## src/rtl/def_pkg.sv

```systemverilog
// Shared definitions: exception record, extension-context state encoding and cause codes.
package def_pkg;

  typedef struct packed {
    logic [63:0] cause;
    logic [63:0] tval;
    logic        valid;
  } exception_t;

  typedef enum logic [1:0] {
    CTX_OFF     = 2'd0,
    CTX_INITIAL = 2'd1,
    CTX_CLEAN   = 2'd2,
    CTX_DIRTY   = 2'd3
  } ctx_state_t;

  localparam logic [63:0] EXC_ILLEGAL_INSTR = 64'd2;

endpackage

```

## src/rtl/ext_ctx_fsm.sv

```systemverilog
// One extension context: state register, CSR/commit next-state logic and the
// optional dirty-transition counter (built only when EXT_CTX_PERF_EN is defined).
module ext_ctx_fsm
  import def_pkg::*;
#(
  parameter int CNT_WIDTH = 32
) (
  input  logic                 clk,
  input  logic                 rstn,
  input  logic                 csr_we,
  input  logic [1:0]           csr_wdata,
  input  logic                 commit_mark,
  output ctx_state_t           state,
  output logic [CNT_WIDTH-1:0] dirty_cnt
);

  ctx_state_t state_q;
  ctx_state_t state_d;

  // CSR write applies first; a commit mark can only dirty a context that is not Off afterwards.
  always_comb begin
    state_d = state_q;
    if (csr_we) state_d = ctx_state_t'(csr_wdata);
    if (commit_mark && (state_d != CTX_OFF)) state_d = CTX_DIRTY;
  end

  always_ff @(posedge clk or negedge rstn) begin
    if (!rstn) state_q <= CTX_OFF;
    else       state_q <= state_d;
  end

  assign state = state_q;

`ifdef EXT_CTX_PERF_EN
  logic [CNT_WIDTH-1:0] cnt_q;

  always_ff @(posedge clk or negedge rstn) begin
    if (!rstn) begin
      cnt_q <= '0;
    end else if ((state_q != CTX_DIRTY) && (state_d == CTX_DIRTY) && (cnt_q != '1)) begin
      cnt_q <= cnt_q + CNT_WIDTH'(1);
    end
  end

  assign dirty_cnt = cnt_q;
`else
  assign dirty_cnt = '0;
`endif

endmodule

```

## src/rtl/ext_ctx_status.sv

```systemverilog
// Extension-context status tracker (FS/VS/XS style) with Off-use exception capture
// and SD/XS summaries. Optional per-context dirty counters: EXT_CTX_PERF_EN.
module ext_ctx_status
  import def_pkg::*;
#(
  parameter int NUM_CTX      = 2,
  parameter int COMMIT_WIDTH = 2,
  parameter int CNT_WIDTH    = 32
) (
  input  logic                                   clk_i,
  input  logic                                   rstn_i,
  input  logic                                   csr_we_i,
  input  logic [NUM_CTX-1:0]                     csr_wmask_i,
  input  logic [2*NUM_CTX-1:0]                   csr_wdata_i,
  input  logic [COMMIT_WIDTH-1:0]                commit_valid_i,
  input  logic [COMMIT_WIDTH-1:0][NUM_CTX-1:0]   commit_ctx_i,
  input  logic                                   use_valid_i,
  input  logic [NUM_CTX-1:0]                     use_ctx_i,
  input  logic [63:0]                            use_tval_i,
  input  logic                                   flush_i,
  input  logic                                   exc_ack_i,
  output exception_t                             exc_o,
  output logic [NUM_CTX-1:0][1:0]                ctx_state_o,
  output logic                                   sd_o,
  output logic [1:0]                             xs_o,
  output logic [NUM_CTX-1:0][CNT_WIDTH-1:0]      perf_dirty_cnt_o
);

  logic [NUM_CTX-1:0] commit_mark;
  logic [NUM_CTX-1:0] off_vec;
  logic               trigger;
  exception_t         exc_q;

  always_comb begin
    commit_mark = '0;
    for (int l = 0; l < COMMIT_WIDTH; l++) begin
      for (int i = 0; i < NUM_CTX; i++) begin
        commit_mark[i] = commit_mark[i] | (commit_valid_i[l] & commit_ctx_i[l][i]);
      end
    end
  end

  for (genvar i = 0; i < NUM_CTX; i++) begin : g_ctx
    ctx_state_t state;

    ext_ctx_fsm #(
      .CNT_WIDTH (CNT_WIDTH)
    ) u_ctx (
      .clk         (clk_i),
      .rstn        (rstn_i),
      .csr_we      (csr_we_i & csr_wmask_i[i]),
      .csr_wdata   (csr_wdata_i[2*i +: 2]),
      .commit_mark (commit_mark[i]),
      .state       (state),
      .dirty_cnt   (perf_dirty_cnt_o[i])
    );

    assign ctx_state_o[i] = state;
    assign off_vec[i]     = (state == CTX_OFF);
  end

  always_comb begin
    sd_o = 1'b0;
    xs_o = 2'd0;
    for (int i = 0; i < NUM_CTX; i++) begin
      if (ctx_state_o[i] == 2'(CTX_DIRTY)) sd_o = 1'b1;
      if (ctx_state_o[i] > xs_o)           xs_o = ctx_state_o[i];
    end
  end

  // Use checks look only at registered state, so a same-cycle CSR write cannot mask them.
  assign trigger = use_valid_i & (|(use_ctx_i & off_vec));

  // Flush beats ack beats capture; a pending exception blocks any new capture.
  always_ff @(posedge clk_i or negedge rstn_i) begin
    if (!rstn_i) begin
      exc_q <= '0;
    end else if (flush_i) begin
      exc_q <= '0;
    end else if (exc_q.valid) begin
      if (exc_ack_i) exc_q <= '0;
    end else if (trigger) begin
      exc_q.valid <= 1'b1;
      exc_q.cause <= EXC_ILLEGAL_INSTR;
      exc_q.tval  <= use_tval_i;
    end
  end

  assign exc_o = exc_q;

endmodule

```

## config.mk

```make
export PLATFORM = sky130hd
export DESIGN_NAME = ext_ctx_status
export DESIGN_NICKNAME = d
export VERILOG_FILES = /design/src/rtl/def_pkg.sv /design/src/rtl/ext_ctx_fsm.sv /design/src/rtl/ext_ctx_status.sv
export SDC_FILE = /design/constraint.sdc
export NUM_CORES = 1
export LEC_CHECK = 0
export ABC_CLOCK_PERIOD_IN_PS = 3200
export BUFFER_PORTS_ARGS = -buffer_cell sky130_fd_sc_hd__buf_2
export CORE_AREA = 2 2 136 138
export DETAILED_ROUTE_END_ITERATION = 16
export DIE_AREA = 0 0 138 140
export SLEW_MARGIN = 10
export SYNTH_ARGS = -nofsm -noshare
export SYNTH_HDL_FRONTEND = slang
export SYNTH_HIERARCHICAL = 1
export SYNTH_SLANG_ARGS = --single-unit
```

## constraint.sdc

```tcl
create_clock -name clk_i -period 3.2 [get_ports clk_i]
set_input_delay 0.96 -clock clk_i [delete_from_list [all_inputs] [get_ports clk_i]]
set_output_delay 0.96 -clock clk_i [all_outputs]
set_load 0.05 [all_outputs]
```

### After elaboration in Yosys (flattened, before gate mapping)

Cells that the tools add are included.

| cells by class | value |
|---|---|
| equality and inequality tests | 3 |
| multiplexer cells | 12 |
| order comparisons | 2 |
| bitwise operators | 10 |
| reduce and logical (&&, ||, !) cells | 9 |

Operators with widths:

| operator | number |
|---|---|
| two-way mux 129 bit | 4 |
| two-way mux 2 bit | 6 |
| AND 1 bit | 7 |
| == test 2 bit, second input constant | 2 |
| zero test 2 bit | 2 |
| nonzero test 2 bit | 2 |
| != test 3 bit, second input constant | 1 |
| nonzero test 3 bit | 1 |
| AND 2 bit | 1 |
| > comparator 2 x 1 -> 1 bit, second input constant | 1 |
| > comparator 2 bit | 1 |
| logical AND 1 bit | 2 |
| two-way mux 1 bit | 2 |
| OR 1 bit | 2 |
| AND reduction 2 bit | 1 |
| OR reduction 2 bit | 1 |

| word-level totals | value |
|---|---|
| bits of input ports | 84 |
| word-level logic and storage cells | 41 |
| register bits | 133 |
| output and inout port bits | 200 |

### Logic depth before layout (Yosys ltp)

| logic depth | value |
|---|---|
| depth after elaboration | 7 |
| mapped depth | 5 |
| mapped depth without buffers | 5 |

### Modules after synthesis

The synthesis kept the hierarchy.

Modules (own cells, without submodules):

| module | cells an instance | seq. area each (um^2) | area each (um^2) | instances |
|---|---|---|---|---|
| ext_ctx_status | 373 | 1,651.6 | 3,727.3 | 1 |
| ext_ctx_fsm | 40 | 50.0 | 327.8 | 2 |

### Least setup slack after synthesis

Ideal clock, no wire load.

| timing | value |
|---|---|
| path type | register -> output |
| start | reg g_ctx[1].u_ctx.state_q[0] |
| end | out xs_o[0] |
| required time | 2.240 ns |
| stages on the path, launching flop included | 6 |
| path slack | 0.031 ns |
| arrival time | 2.209 ns |
| buffers on the path | 0 |
| cell sequence | dfrtp_1 inv_1 ha_1 nor3_1 a211o_1 a21oi_1 |

| on the way | value |
|---|---|
| word-level cells in the longest chain between the ends | 2 |

RTL lines:

| what | RTL line | source |
|---|---|---|
| start: declaration | ext_ctx_fsm.sv:17 | `ctx_state_t state_q;` |
| start signal: assignment | ext_ctx_fsm.sv:29 | `else state_q <= state_d;` |
| > comparator 2 bit | ext_ctx_status.sv:67 | `if (ctx_state_o[i] > xs_o) xs_o = ctx_state_o[i];` |
| two-way mux 2 bit (*) | ext_ctx_status.sv:67 |  |
| end: declaration | ext_ctx_status.sv:25 | `output logic [1:0] xs_o,` |

Every way passes the cells marked *; elsewhere a longest branch is shown, timed or not.

### Worst setup path in the final report

Ends and elaborated chain as after synthesis.

==> results.toml <==
[outcome]
status = "finished clean"

[sta]
clock_skew_ns = 0.00461
fin_crit_sh_pct = 89.1
max_slew.worst_pin.slew_ns = 0.927
period_minus_slack_ns = 2.85
tns_ns = 0
hold_viol = 0
maxSlewViolCount = 0
setup_viol = 0
relSlewSlack_pct = 38.2
rsz0062_at_grt = "no"
max_freq_mhz = 351

[power]
design_power_total_mw = 2.64
p_leak_nw = 3.24
cellPowerDensity_nw_per_um2 = 504
peakVddDrop_mv = 0.233

[cells_and_area]
diodes = 0
drive_above_1_share_pct = 29.5
final_nets = 687
area_growth_syn_to_layout_pct = 19.6

[setup_path]
ff2ff_path_depth = 4
cpMaxStageDelayCell = "dfrtp_1"
critical_path.endpoint_type = "output port"
rr_endpoint = "exc_o[44]$_DFFE_PN0P_"
crit_path_max_incr_delay_ns = 0.42
reg2reg_slack_ns = 1.63
crit_chain = "inv_1 > ha_1 > nor3_1 > a211o_1 > a21oi_1 > buf_2"
r2r_start = "exc_o[0]$_DFF_PN0_"
crit_fanout = 6
arrival_ns = 1.89
cp.required_ns = 2.24
timing_worst_setup_path_type = "register to output port"
start_kind = "register"

[synth]
async_flop_share_pct = 100
seq_area_frac_synth_pct = 40.0
synth_top_area_share_pct = 40.0
yosysWarnings = 6
synth_largest_area_cell = "dfrtp_1"
ys_seq_elements = 70
syn_inst = 453
netlist_area_um2 = 4380
synth-edff-count = 0
ys_top_cells_by_area = "dfrtp_1, buf_4, mux2i_1"
synth.distinct_cells = 24
syn_area_per_cell_um2 = 9.68
synth_ff_type = "dfrtp_1"

[global_route]
first_global_vias = 2967
grt_usage_pct = 9.87
grt_first_pass_wirelength_mm = 15.2
grt_max_degree = 71
grt_overflow_total = 0
grt_antenna_before_repair = 1

[floorplan]
coreArea_um2 = 17800
die_width_um = 138
start_util_pct = 24.7
die_y_um = 140
placementRows = 49
pin_count = 284
dieArea_um2 = 19300

[cts]
htreeDepth = 3
clk_path_buf_depth = 2
cts_buffers = 9
path_clk_slew_ns = 0.06
cts_resized = 0
cts_tree = "built"
hold_buffers = 0
cts.sinks = 70
clock_latency_ns = 0.33
cts_setup_buffers = 0
cts_root_buf = "clkbuf_16"

[placement]
finalWeightedCongestion = 0.769
port_buffers = 156
post-dp-hpwl_mm = 6.73

[route]
drc = 0
drtAntennaViolNets = 0
wl_mm = 9.68
avgViaCountPerCell = 3.71
vias = 3087
wire_per_inst_um = 11.6
firstDrtPassIters = 4
drt_iter0_drc = 88

[hold_path]
whs_path_depth = 2
holdCritPathClass = "register to register"
hold_path.startpoint = "exc_o[66]$_DFFE_PN0P_"
holdPathEnd = "exc_o[66]$_DFFE_PN0P_"

[flow_run]
drv_cap = 0
## cell usage in the layout, fill, tap and decap left out, types with 2 or more instances in the layout
cell type / count
a21oi_1: 2
a22o_1: 2
and2_1: 2
buf_12: 2
buf_2: 155
buf_4: 3
bufinv_16: 2
clkbuf_16: 9
clkbuf_8: 2
clkinv_2: 2
conb_1: 127
dfrtp_1: 70
ha_1: 3
inv_1: 7
mux2i_1: 68
nand2_1: 66
nand2b_1: 66
o21ai_0: 2
o21ai_1: 4
## through the flow
| step | area (µm²) | setup WS (ns) | utilization [%] | std cells | hold WS [ns] |
|---|---|---|---|---|---|
| 2_1_floorplan | 4850 | 0.0311 | - | 577 | 0.664 |
| 3_3_place_gp | 4920 | 0.722 | 27.7 | 818 | 0.460 |
| 3_5_place_dp | 4920 | 0.708 | 27.7 | 818 | 0.465 |
| 4_1_cts | 5240 | 0.322 | 29.5 | 833 | 0.479 |
| 5_1_grt | 5240 | 0.199 | 29.5 | 833 | 0.540 |
| 6_report | 5240 | 0.347 | 29.5 | 833 | 0.474 |
## worst max-delay path by stage
stage | start | endpoint | slack, ns | cells past startpoint
global placement | g_ctx[0].u_ctx/state[0]$_DFF_PN0_ | xs_o[0] | 0.72 | 5
CTS | g_ctx[1].u_ctx/state[0]$_DFF_PN0_ | xs_o[0] | 0.32 | 6
detailed placement | g_ctx[1].u_ctx/state[0]$_DFF_PN0_ | xs_o[0] | 0.71 | 6
global route | g_ctx[1].u_ctx/state[0]$_DFF_PN0_ | xs_o[0] | 0.20 | 6
floorplan | g_ctx[1].u_ctx/state[0]$_DFF_PN0_ | xs_o[0] | 0.03 | 5
finish | g_ctx[1].u_ctx/state[0]$_DFF_PN0_ | xs_o[0] | 0.35 | 6
## report_power, final
group	total [mW]	internal, mW	switching (mW)
clock	1.09	0.718	0.374
combinational	0.633	0.110	0.523
sequential	0.916	0.902	0.0139
## worst max-delay path: cells and delay by family (launching register included)
family,cells,cell delay (ns)
flip-flops,1,0.42
AO/OA/AOI/OAI,2,0.39
buffers and inverters,2,0.35
adder cells (fa/ha/maj),1,0.33
AND/OR/NAND/NOR,1,0.07
## sequential cells by signal (all words and copies together), names as in the netlist
register,cells
exc_o,66
g_ctx.u_ctx/state,4
## kinds of logic (layout without fill, tap and decap cells)
family          after synthesis  after routing  share of synthesized area (%)
other cells                   3            127                          0.257
flops                        70             70                           40.0
fa+ha+maj                     3              3                          0.857
simple gates                140            140                           16.3
buf+inv                     155            182                           25.1
compound gates               14             14                           1.94
mux                          68             68                           15.5
## final cells by class
type | count | area [µm²]
repair buffers | 160 | 838
multi-input cells | 352 | 2020
flip-flops and latches | 70 | 1750
clock buffers | 11 | 253
inverters | 7 | 26.3
well taps | 229 | 287
clock inverters | 4 | 70.1
fillers | 1891 | 12500
## synth_stat cells (2+ instances only)
master      n
buf_4     129
dfrtp_1    70
mux2i_1    68
nand2_1    66
nand2b_1   66
clkbuf_1   11
inv_1       7
o21ai_1     5
buf_2       4
buf_6       4
a21oi_1     3
conb_1      3
ha_1        3
a22o_1      2
and2_1      2
o21ai_0     2
## per-layer routing
metal / track usage [%] / vias up / part of all wire (%)
met5: 0 / - / 0
met4: 3.54 / 0 / 1.5
met3: 4.62 / 12 / 10
met2: 16.3 / 165 / 50
met1: 11.2 / 1434 / 39
li1: - / 1476 / -
No activity file was read; power rests on OpenSTA's default activity.
